==> src/rtl/mux_err_monitor.sv <==
// Mux error monitor: per-path saturating error counters, consecutive-error run
// tracking, first-failure capture and a sticky alarm driven by a small FSM.
module mux_err_monitor #(
  parameter int CNT_W   = 8,
  parameter int RUN_MAX = 4
) (
  input  logic                           clk,
  input  logic                           rst,
  input  logic                           en,
  input  logic                           clr,
  input  logic                           sample,
  input  logic                           err,
  input  logic                           sel,
  input  logic [CNT_W-1:0]               thresh,
  output logic [CNT_W-1:0]               cnt_a,
  output logic [CNT_W-1:0]               cnt_b,
  output logic [CNT_W:0]                 cnt_tot,
  output logic [$clog2(RUN_MAX+1)-1:0]   run_len,
  output logic                           first_vld,
  output logic                           first_sel,
  output logic                           alarm,
  output logic [1:0]                     state
);

  localparam int RL_W = $clog2(RUN_MAX + 1);
  localparam logic [RL_W-1:0]  RUN_LIM = RL_W'(RUN_MAX);
  localparam logic [CNT_W-1:0] CNT_MAX = {CNT_W{1'b1}};

  typedef enum logic [1:0] {
    ST_IDLE  = 2'd0,
    ST_ARMED = 2'd1,
    ST_ALARM = 2'd2
  } state_t;

  state_t r_state;
  state_t w_state_nxt;

  logic [CNT_W-1:0] r_cnt_a;
  logic [CNT_W-1:0] r_cnt_b;
  logic [RL_W-1:0]  r_run;
  logic             r_first_vld;
  logic             r_first_sel;

  logic             w_smp;
  logic             w_err_a;
  logic             w_err_b;
  logic [CNT_W-1:0] w_cnt_a_nxt;
  logic [CNT_W-1:0] w_cnt_b_nxt;
  logic [CNT_W:0]   w_tot_nxt;
  logic [RL_W-1:0]  w_run_nxt;
  logic             w_run_trip;
  logic             w_thr_trip;
  logic             w_trip;

  function automatic logic [CNT_W-1:0] sat_inc_cnt(input logic [CNT_W-1:0] v);
    return (v == CNT_MAX) ? v : v + CNT_W'(1);
  endfunction

  function automatic logic [RL_W-1:0] sat_inc_run(input logic [RL_W-1:0] v);
    return (v >= RUN_LIM) ? RUN_LIM : v + RL_W'(1);
  endfunction

  // A sample only counts while armed; a concurrent clr discards it.
  assign w_smp   = sample & (r_state == ST_ARMED) & ~clr;
  assign w_err_a = w_smp & err & sel;
  assign w_err_b = w_smp & err & ~sel;

  assign w_cnt_a_nxt = w_err_a ? sat_inc_cnt(r_cnt_a) : r_cnt_a;
  assign w_cnt_b_nxt = w_err_b ? sat_inc_cnt(r_cnt_b) : r_cnt_b;
  assign w_tot_nxt   = {1'b0, w_cnt_a_nxt} + {1'b0, w_cnt_b_nxt};

  always_comb begin
    w_run_nxt = r_run;
    if (w_smp) begin
      w_run_nxt = err ? sat_inc_run(r_run) : '0;
    end
  end

  // Trip is judged on the post-update values so the alarm lands with the counts.
  assign w_run_trip = err & (w_run_nxt == RUN_LIM);
  assign w_thr_trip = (thresh != '0) & (w_tot_nxt >= {1'b0, thresh});
  assign w_trip     = w_smp & (w_run_trip | w_thr_trip);

  always_ff @(posedge clk) begin
    if (rst) begin
      r_state <= ST_IDLE;
    end else begin
      r_state <= w_state_nxt;
    end
  end

  always_comb begin
    w_state_nxt = r_state;
    case (r_state)
      ST_IDLE:  if (en) w_state_nxt = ST_ARMED;
      ST_ARMED: begin
        if (w_trip)   w_state_nxt = ST_ALARM;
        else if (!en) w_state_nxt = ST_IDLE;
      end
      ST_ALARM: w_state_nxt = ST_ALARM;
      default:  w_state_nxt = ST_IDLE;
    endcase
    if (clr) begin
      w_state_nxt = ST_IDLE;
    end
  end

  always_comb begin
    state = r_state;
    alarm = (r_state == ST_ALARM);
  end

  always_ff @(posedge clk) begin
    if (rst || clr) begin
      r_cnt_a     <= '0;
      r_cnt_b     <= '0;
      r_run       <= '0;
      r_first_vld <= 1'b0;
      r_first_sel <= 1'b0;
    end else begin
      r_cnt_a <= w_cnt_a_nxt;
      r_cnt_b <= w_cnt_b_nxt;
      r_run   <= w_run_nxt;
      if (w_smp && err && !r_first_vld) begin
        r_first_vld <= 1'b1;
        r_first_sel <= sel;
      end
    end
  end

  assign cnt_a     = r_cnt_a;
  assign cnt_b     = r_cnt_b;
  assign cnt_tot   = {1'b0, r_cnt_a} + {1'b0, r_cnt_b};
  assign run_len   = r_run;
  assign first_vld = r_first_vld;
  assign first_sel = r_first_sel;

endmodule

==> config.mk <==
export PLATFORM = sky130hd
export DESIGN_NAME = mux_err_monitor
export DESIGN_NICKNAME = d
export VERILOG_FILES = /design/src/rtl/mux_err_monitor.sv
export SDC_FILE = /design/constraint.sdc
export NUM_CORES = 1
export LEC_CHECK = 0
export ABC_CLOCK_PERIOD_IN_PS = 3780
export CAP_MARGIN = 10
export CORE_ASPECT_RATIO = 0.8
export CORE_MARGIN = 4
export CORE_UTILIZATION = 50
export DETAILED_ROUTE_END_ITERATION = 7
export DONT_BUFFER_PORTS = 1
export GPL_TIMING_DRIVEN = 0
export PLACE_DENSITY = 0.66
export SYNTH_ARGS = -nofsm -noshare
export SYNTH_HDL_FRONTEND = slang
export SYNTH_SLANG_ARGS = --single-unit
==> constraint.sdc <==
create_clock -name clk -period 3.78 [get_ports clk]
set_input_delay 0.378 -clock clk [delete_from_list [all_inputs] [get_ports clk]]
set_output_delay 0.378 -clock clk [all_outputs]
set_load 0.01 [all_outputs]
==> results of run 1 <==
[worst max-delay path, delay by kind of cell (launching register included)]
family                   cells  cell delay, ns
flip-flops                   1            0.38
AND/OR/NAND/NOR              7            1.09
adder cells (fa/ha/maj)      2            0.70
XOR/XNOR                     1            0.08
AO/OA/AOI/OAI                5            1.00
buffers and inverters        1            0.12
multiplexers                 1            0.34
[repair_timing]
action	in CTS	in global routing
pin swaps	12	15
setup endpoints to repair	2	2
hold endpoints to repair	0	0
resized for setup	26	13
setup buffers	8	2
[how the worst min path moves through the flow]
stage	start	endpoint	cells past startpoint
CTS	clr	cnt_a[6]	1
detailed placement	clr	cnt_a[7]	1
global placement	clr	cnt_a[6]	1
global route	clr	cnt_a[7]	1
finish	clr	cnt_a[6]	1
floorplan	clr	cnt_a[6]	1
[layer usage]
layer | global-route usage (%) | vias up | wire (um)
met5 | 0 | - | 0
li1 | - | 865 | -
met3 | 4.72 | 4 | 257
met1 | 27.3 | 767 | 2400
met4 | 2.62 | 0 | 21
met2 | 28.6 | 26 | 2000
[power by group through the flow]
stage / registers (mW) / logic (mW) / clock network [mW]
2_1_floorplan: 0.249 / 0.0155 / 0
5_1_grt: 0.241 / 0.0249 / 0.171
6_report: 0.240 / 0.0221 / 0.154
3_3_place_gp: 0.250 / 0.0192 / 0
4_1_cts: 0.240 / 0.0218 / 0.161
3_5_place_dp: 0.250 / 0.0193 / 0
[kinds of logic after synthesis]
group	Yosys count	synth area share (%)
buffers and inverters	23	4.31
AOI/OAI and AO/OA	41	13.5
xor gates and xnor gates	19	8.31
and+or+nand+nor	92	27.2
muxes	7	4.18
adders and majority gates	30	19.5
DFF	23	23.0
[layout by cell type (no fill, tap or decap), types with 4 or more instances in the layout]
master / Yosys / layout
nand4_1: 4 / 4
buf_4: 0 / 10
nor3_1: 5 / 4
nor3b_1: 4 / 4
inv_1: 21 / 21
xnor2_1: 10 / 10
nor2b_1: 13 / 13
o21a_1: 4 / 4
nand2_1: 10 / 10
dfxtp_4: 0 / 5
dfxtp_2: 0 / 7
a21oi_1: 12 / 11
mux2_4: 2 / 4
dfxtp_1: 23 / 11
ha_1: 28 / 25
or3_1: 4 / 4
xor2_1: 9 / 9
nor2_1: 21 / 19
nand3_1: 7 / 7
o21ai_0: 8 / 5
[sequential cells by signal, summed over array words and instances, names as in the netlist]
signal / cells
cnt_a: 8
state: 2
cnt_b: 8
run_len: 3
first_vld: 1
first_sel: 1
[area by class of cell]
| cell class | instances | area (um^2) |
|---|---|---|
| repair buffers | 10 | 75.1 |
| plain buffers | 2 | 7.51 |
| clock buffers | 3 | 41.3 |
| fillers | 347 | 1510 |
| well taps | 55 | 68.8 |
| multi-input cells | 189 | 1560 |
| clock inverters | 1 | 5.00 |
| inverters | 21 | 78.8 |
| flip-flops and latches | 23 | 488 |
==> metrics, run 1 <==
Final GP Congestion=0.777; switching fraction of total power=22.5%; CTS hold repair buffers=0; Hold Crit Class=primary input to register; failing checks=negative setup slack; Cells after DPL=290; prevailing post-synth register cell=dfxtp_1; Mapped Avg Cell Area=8.52 um^2; Detail Placement HPWL=3.54 mm; cell mode on critical path=nor2_2; Worst slew margin=66.9%; largest net degree at the start of global routing=14; input/output buffers=0; Detailed Routing Iterations Pass 1=4; yosys warns=0; Fmax achieved=261 MHz; I/O pin count=48; vias in the first global route=1598; crit path from=state[1]; Initial Util=52.3%; Pwr Total=0.416 mW; per-cell routed wire length=15.4 um; Total Routed Length=4.68 mm; count of state elements after synthesis=23; All-Layer GR Usage=18.8%; htree depth=1; Initial DRC Count=53; top cell type's share of synthesized area=23.0%; PD cells=179 nW/um^2; Max FO, Critical Path=5; fin cells=304; Distinct cells, synth=50; Worst Slack Setup Final=-0.0487 ns; synthesized cell area=2000 um^2; CTS sink count=23; worst slack at placement=-0.452 ns; Final Cell Area=2320 um^2; # DRC=0; RR Startpoint=state[1]; CTS tree=done; Reg clk slew, reported paths=0.08 ns; top cells by count, synth=28 x ha_1, 23 x dfxtp_1, 21 x inv_1, 21 x nor2_1, 13 x nor2b_1; Die Ht=64.6 um; root buf cell=clkbuf_8; initial antenna violation count=0; Post-synth EDFFs=0; Worst Setup EP=state[0]; Worst Setup End Kind=register; post-layout util=60.6%; layout cells sized above 1=21.7%; clock latency on the worst-skew pair=0.27 ns; Area contributors post-synth=dfxtp_1 23%, ha_1 17%, xnor2_1 4.4%; Worst Setup Start Kind=register; internal power=0.322 mW; Leakage=1.04 nW; Peak VDD IR=0.138 mV; global-route wire length before repair=7.73 mm; P_sw=0.0939 mW; Pins Over Slew Limit=0; number of inserted diodes=0; TNS Setup=-0.0487 ns; period utilisation layout=101%; Vias=1662; Async SR Flop Fraction=0%; GR Overflow Total=0; die area=5090 um^2; syn nets=280; most numerous cell in the Yosys netlist=ha_1; hold slack=0.167 ns; MaxCap Viol Count=0; Area Overhead vs Synth=15.9%; final hold vios=0; row count=20; endpoint required time on the critical path=3.93 ns; Critical Path AT=3.97 ns; Routed Antenna Nets=0; DP Area=2080 um^2; largest area contributor in the netlist=dfxtp_1; slew at the pin with the worst max-slew slack=0.496 ns; RSZ-0062 raised after global routing=true; cells along the critical path=nand3b_4, or3_4, nor2_4, mux2_4, fa_2, a211oi_2, nor2_2, o21a_1, nor2_2, xnor2_1, ha_1, buf_4, nand4_1, o21ai_1, a21oi_1, a311o_1, nor4b_2; Mapped Cells=235; register area share after synthesis=23.0%; Clock power frac=36.9%; Max clock buf depth=2; final count of negative-setup-slack endpoints=1; crit-path max cell delay=0.38 ns; outcome=finished, violations left; Die W=78.8 um; core area=3830 um^2; Nets=295; worst reg2reg setup slack=-0.05 ns; Flop pwr share=57.7%; R2R cell count=17; fin crit period=3.83 ns; Setup CP Type=register to register; final setup skew=0.00556 ns; CP max stage cell=dfxtp_4; Via density=5.47; number of CTS-inserted buffers=3; RR Endpoint=state[0]; Logic pwr share=5.3%
(Power assumes the default switching activity.)
==> run 2, diff against run 1 <==
--- a/config.mk
+++ b/config.mk
@@ -9,11 +9,11 @@
 export CAP_MARGIN = 10
 export CORE_ASPECT_RATIO = 0.8
 export CORE_MARGIN = 4
-export CORE_UTILIZATION = 50
+export CORE_UTILIZATION = 45
 export DETAILED_ROUTE_END_ITERATION = 7
 export DONT_BUFFER_PORTS = 1
 export GPL_TIMING_DRIVEN = 0
-export PLACE_DENSITY = 0.66
+export PLACE_DENSITY = 0.6
 export SYNTH_ARGS = -nofsm -noshare
 export SYNTH_HDL_FRONTEND = slang
 export SYNTH_SLANG_ARGS = --single-unit
==> run 2 against run 1 <==
The run now ends clean. Highest routed layer unchanged. Via count increased by 1.1%. Fmax increased by 1.9%. Cell area increased by 2.7%. Core utilization decreased by 4.2 points. Hold slack got worse by 0.0041 ns. Sequential share of layout area decreased by 0.41 points. Flip-flop and latch count unchanged. Total power increased by 0.62%. Critical path depth unchanged. Die area increased by 9.8%.
==> metrics, run 2 (synthesized netlist as in run 1, its figures left out) <==
number of inserted diodes=0 (unchanged); fin crit period=3.76 ns (-0.0721 ns); Fmax achieved=266 MHz (+1.9%); filler cell count in the final layout=383 (+10%); largest net degree at the start of global routing=13 (-1); initial antenna violation count=0 (unchanged); I/O pin count=48 (unchanged); Vias=1681 (+1.1%); worst reg2reg setup slack=0.02 ns (+0.07 ns); crit-path max cell delay=0.39 ns (about the same); Pwr Total=0.419 mW (+0.62%); CTS sink count=23 (unchanged); endpoint required time on the critical path=3.96 ns (+0.03 ns); Detailed Routing Iterations Pass 1=4 (unchanged); Initial DRC Count=37 (-30%); period utilisation layout=99.4% (-1.9 points); Worst Setup End Kind=register; final hold vios=0 (unchanged); GR Overflow Total=0 (unchanged); number of CTS-inserted buffers=3 (unchanged); row count=21 (+5.0%); Worst Setup Start Kind=register; PD cells=176 nW/um^2 (-2.1%); input/output buffers=0 (unchanged); Max FO, Critical Path=6 (+1); Die W=82.6 um (+4.9%); most common cell after layout, fill and taps aside=ha_1; clock latency on the worst-skew pair=0.27 ns (about the same); Worst Slack Setup Final=0.0234 ns (+0.0721 ns); outcome=finished, final reports clean; post-layout util=56.4% (-4.2 points); CTS hold repair buffers=0 (unchanged); cells along the critical path=ha_4, and3_4, and3_4, nor2_4, mux2_4, fa_2, a211oi_2, nor2_2, o21a_1, nor2_2, xnor2_2, ha_4, a211oi_2, o21ai_1, o221ai_1, a311o_1, nor4b_4; final count of negative-setup-slack endpoints=0 (-1); Worst slew margin=63.3% (-3.6 points); CP max stage cell=dfxtp_4; Initial Util=47.4% (-5.0 points); Area Overhead vs Synth=19.1%; root buf cell=clkbuf_8; die area=5590 um^2 (+9.8%); CTS tree=done; Critical Path AT=3.94 ns (-0.03 ns); fin cells=305 (+0.33%); vias in the first global route=1546 (-3.3%); final setup skew=0.00417 ns (-0.00140 ns); Multi-input gate area=1620 um^2 (+3.8%); worst slack at placement=-0.420 ns (+0.0319 ns); Detail Placement HPWL=3.66 mm (+3.5%); Reg clk slew, reported paths=0.08 ns (about the same); Setup CP Type=register to register; Peak VDD IR=0.106 mV (-23%); Worst path top cell family by delay=compound AO/OA/AOI/OAI gates; per-cell routed wire length=15.6 um (+1.2%); Total Routed Length=4.75 mm (+1.6%); TNS Setup=0 ns (+0.0487 ns); Cells after DPL=292 (+0.69%); Via density=5.51 (+0.81%); core area=4230 um^2 (+10%); Leakage=1.08 nW (+3.0%); commonest non-fill, non-tap cells in the layout=24 x ha_1, 21 x inv_1, 19 x nor2_1; Hold Crit Class=primary input to register; Final GP Congestion=0.754 (-2.9%); Nets=294 (-0.34%); Pins Over Slew Limit=0 (unchanged); layout cells sized above 1=23.8% (+2.1 points); Die Ht=67.7 um (+4.7%); FF/Latch Area=492 um^2 (+0.77%); Max clock buf depth=2 (unchanged); MaxCap Viol Count=0 (unchanged); All-Layer GR Usage=17.9% (-0.91 points); RSZ-0062 raised after global routing=true; global-route wire length before repair=7.70 mm (-0.36%); # DRC=0 (unchanged); Routed Antenna Nets=0 (unchanged); Buffers & Inverters on Critical Path=0 (-1); slew at the pin with the worst max-slew slack=0.550 ns (+0.0538 ns); htree depth=1 (unchanged)
## run 2: path summary, 6_finish.rpt
check            from        to  cells after the start
max          cnt_b[0]  state[0]                     17
min               clr  cnt_a[6]                      1
max reg2reg  cnt_b[0]  state[0]                     17
min reg2reg  state[1]  state[0]                      1
## run 2: area by class of cell
type / count / share of cell area [%]
Clock buffer: 4 / 1.89
Sequential cell: 23 / 20.6
Inverter: 21 / 3.31
Buffer: 2 / 0.315
Tap cell: 57 / 2.99
Timing Repair Buffer: 9 / 3.15
Multi-Input combinational cell: 189 / 67.7
## run 2: metrics by stage
step,hold WS (ns),cell area [um^2]
after floorplan,0.453,2010
after CTS,0.165,2260
after global routing,0.153,2380
after global placement,0.455,2080
final,0.163,2380
after detailed placement,0.456,2080
## run 2: repair_timing
action                     4_1_cts  5_1_grt
setup endpoints to repair        2        2
setup buffers                    6        3
pin swaps                       11       16
gates resized for setup         28       22
## run 2: routing by layer
layer	vias up	routed length, um	track usage [%]
met5	-	0	0
li1	866	-	-
met3	7	303	4.40
met4	0	47	2.45
met2	40	2000	26.9
met1	768	2400	26.3
## run 2: power by group
part | total (mW) | internal (mW) | switching, mW | leakage, nW
clock network | 0.157 | 0.0754 | 0.0818 | 0.0228
registers | 0.239 | 0.238 | 0.00131 | 0.193
logic | 0.0227 | 0.00989 | 0.0128 | 0.860
total | 0.419 | 0.323 | 0.0959 | 1.08
==> run 3, diff against run 2 <==
--- a/config.mk
+++ b/config.mk
@@ -5,11 +5,11 @@
 export SDC_FILE = /design/constraint.sdc
 export NUM_CORES = 1
 export LEC_CHECK = 0
-export ABC_CLOCK_PERIOD_IN_PS = 3780
 export CAP_MARGIN = 10
 export CORE_ASPECT_RATIO = 0.8
 export CORE_MARGIN = 4
 export CORE_UTILIZATION = 45
+export CTS_CLUSTER_SIZE = 10
 export DETAILED_ROUTE_END_ITERATION = 7
 export DONT_BUFFER_PORTS = 1
 export GPL_TIMING_DRIVEN = 0
==> constraint.sdc (replaced) <==
create_clock -name clk -period 3.78 [get_ports clk]
set_input_delay 0.378 -clock clk [delete_from_list [all_inputs] [get_ports clk]]
set_output_delay 0.378 -clock clk [all_outputs]
set_load 0.05 [all_outputs]
==> run 3 against run 2 <==
Flip-flop and latch count unchanged. Via count decreased by 0.59%. Non-clock buffer count increased by 3. Global-route usage decreased by 0.50 points. First-iteration DRC count increased to 2.9 times the previous value. Clock-buffer cell count unchanged. Critical endpoint unchanged. Clock power decreased by 3%. The flow now finishes with violations (negative setup slack). Clock skew decreased by 0.0024 ns.
==> metrics, run 3 (synthesized netlist as in run 1, its figures left out) <==
Via density=5.43 (-1.6%); row count=21 (unchanged); All-Layer GR Usage=17.4% (-0.50 points); global-route wire length before repair=7.52 mm (-2.3%); number of inserted diodes=0 (unchanged); Area Overhead vs Synth=17.6%; Die W=82.6 um (unchanged); outcome=finished, violations left; Total Routed Length=4.76 mm (+0.15%); filler cell count in the final layout=393 (+2.6%); number of CTS-inserted buffers=3 (unchanged); commonest non-fill, non-tap cells in the layout=25 x ha_1, 21 x inv_1, 19 x nor2_1; endpoint required time on the critical path=3.91 ns (-0.05 ns); Routed Antenna Nets=0 (unchanged); per-cell routed wire length=15.4 um (-0.83%); die area=5590 um^2 (unchanged); MaxCap Viol Count=0 (unchanged); Max clock buf depth=2 (unchanged); clock latency on the worst-skew pair=0.26 ns (about the same); Pwr Total=0.416 mW (-0.73%); RSZ-0062 raised after global routing=true; Leakage=1.07 nW (-0.28%); failing checks=negative setup slack; Met2 Routed Length=2.00 mm (-0.15%); Clock power frac=36.7% (-0.8 points); TNS Setup=-0.237 ns (-0.237 ns); hold path start=clr; largest net degree at the start of global routing=13 (unchanged); internal power=0.322 mW (-0.17%); period utilisation layout=104% (+4.5 points); Met3 Wirelength=311 um (+2.6%); CTS tree=done; Initial DRC Count=108 (+190%); final count of negative-setup-slack endpoints=2 (+2); htree depth=1 (unchanged); most common cell after layout, fill and taps aside=ha_1; Detailed Routing Iterations Pass 1=4 (unchanged); Max FO, Critical Path=5 (-1); Setup CP Type=register to register; Worst slew margin=26.3% (-37 points); crit path from=state[1]; final setup skew=0.00175 ns (-0.00242 ns); RR Startpoint=state[1]; vias in the first global route=1498 (-3.1%); initial antenna violation count=0 (unchanged); Reg clk slew, reported paths=0.08 ns (about the same); Nets=297 (+1.0%); Final GP Congestion=0.838 (+11%); Die Ht=67.7 um (unchanged); Critical Path AT=4.06 ns (+0.12 ns); Initial Util=47.4% (unchanged); P_sw=0.0934 mW (-2.6%); root buf cell=clkbuf_8; I/O pin count=48 (unchanged); Worst Slack Setup Final=-0.145 ns (-0.168 ns); Hold Crit Class=primary input to register; Logic pwr share=5.5% (about the same); slew at the pin with the worst max-slew slack=1.10 ns (+0.547 ns); final hold vios=0 (unchanged); GR Overflow Total=0 (unchanged); input/output buffers=0 (unchanged); Pins Over Slew Limit=0 (unchanged); Detail Placement HPWL=3.63 mm (-0.86%); core area=4230 um^2 (unchanged); Worst Setup Start Kind=register; fin crit period=3.92 ns (+0.168 ns); WL met1=2.43 mm (+1.6%); # DRC=0 (unchanged); Peak VDD IR=0.137 mV (+29%); layout cells sized above 1=23.5% (-0.28 points); CTS sink count=23 (unchanged); highest routed layer=met4; switching fraction of total power=22.5% (-0.44 points); Vias=1671 (-0.59%); PD cells=177 nW/um^2 (+0.48%); Worst Setup End Kind=register; Flop pwr share=57.8% (+0.7 points); Fmax achieved=255 MHz (-4.3%)
## run 3: changes by cell type in the layout (fill, tap and decap cells not counted), sizes merged
cell  change
buf       +3
## run 3: final cells by class
cell class              instances  area, um^2  area share (%)
plain buffers                   2        7.51           0.319
repair buffers                 12        93.8            3.98
well taps                      57        71.3            3.03
flip-flops and latches         23         502            21.3
clock buffers                   4        45.0            1.91
multi-input cells             189        1560            66.1
inverters                      21        78.8            3.35
## run 3: final timing paths
kind	endpoint	slack, ns	cells after the start
setup / recovery	state[0]	-0.14	17
hold / removal	cnt_a[7]	0.17	1
setup reg to reg	state[0]	-0.14	17
hold reg to reg	state[0]	0.58	1
## run 3: through the flow
stage / util, % / cell area (um^2) / setup slack, ns / hold slack, ns / instances
6_report: 55.7 / 2360 / -0.145 / 0.172 / 308
5_1_grt: 55.7 / 2360 / -0.317 / 0.158 / 308
4_1_cts: 55.0 / 2330 / -0.106 / 0.164 / 306
3_5_place_dp: 50.0 / 2120 / -0.439 / 0.449 / 292
3_3_place_gp: 50.0 / 2120 / -0.400 / 0.448 / 292
2_1_floorplan: - / 2040 / 0.00576 / 0.446 / 235
## run 3: worst max-delay path, cell delays in order (launching register included)
cell,delay [ns]
dfxtp_4,0.42
nand3b_4,0.18
or3_4,0.37
nor2_4,0.15
mux2_4,0.34
fa_2,0.41
a211oi_2,0.27
nor2_2,0.07
o21a_1,0.18
nor2_2,0.11
xnor2_1,0.08
ha_1,0.31
buf_4,0.12
nand4_1,0.08
o21ai_1,0.13
a21oi_1,0.05
a311o_1,0.37
nor4b_4,0.14
## run 3: power groups by stage
stage / sequential, mW / clock (mW) / combinational [mW]
finish: 0.241 / 0.152 / 0.0229
detailed placement: 0.248 / 0 / 0.0196
global placement: 0.248 / 0 / 0.0198
floorplan: 0.248 / 0 / 0.0157
CTS: 0.241 / 0.160 / 0.0229
global route: 0.241 / 0.169 / 0.0255
## run 3: what timing repair did
action                     CTS  global route
setup buffers               10             2
setup endpoints to repair    2             2
pin swaps                   14             7
resized for setup           19             5
hold buffers                 0             0
## run 3: metal layers
layer | GRT usage (%) | vias up
li1 | - | 871
met1 | 25.3 | 759
met2 | 26.1 | 39
met3 | 5.07 | 2
met4 | 1.84 | 0
met5 | 0 | -
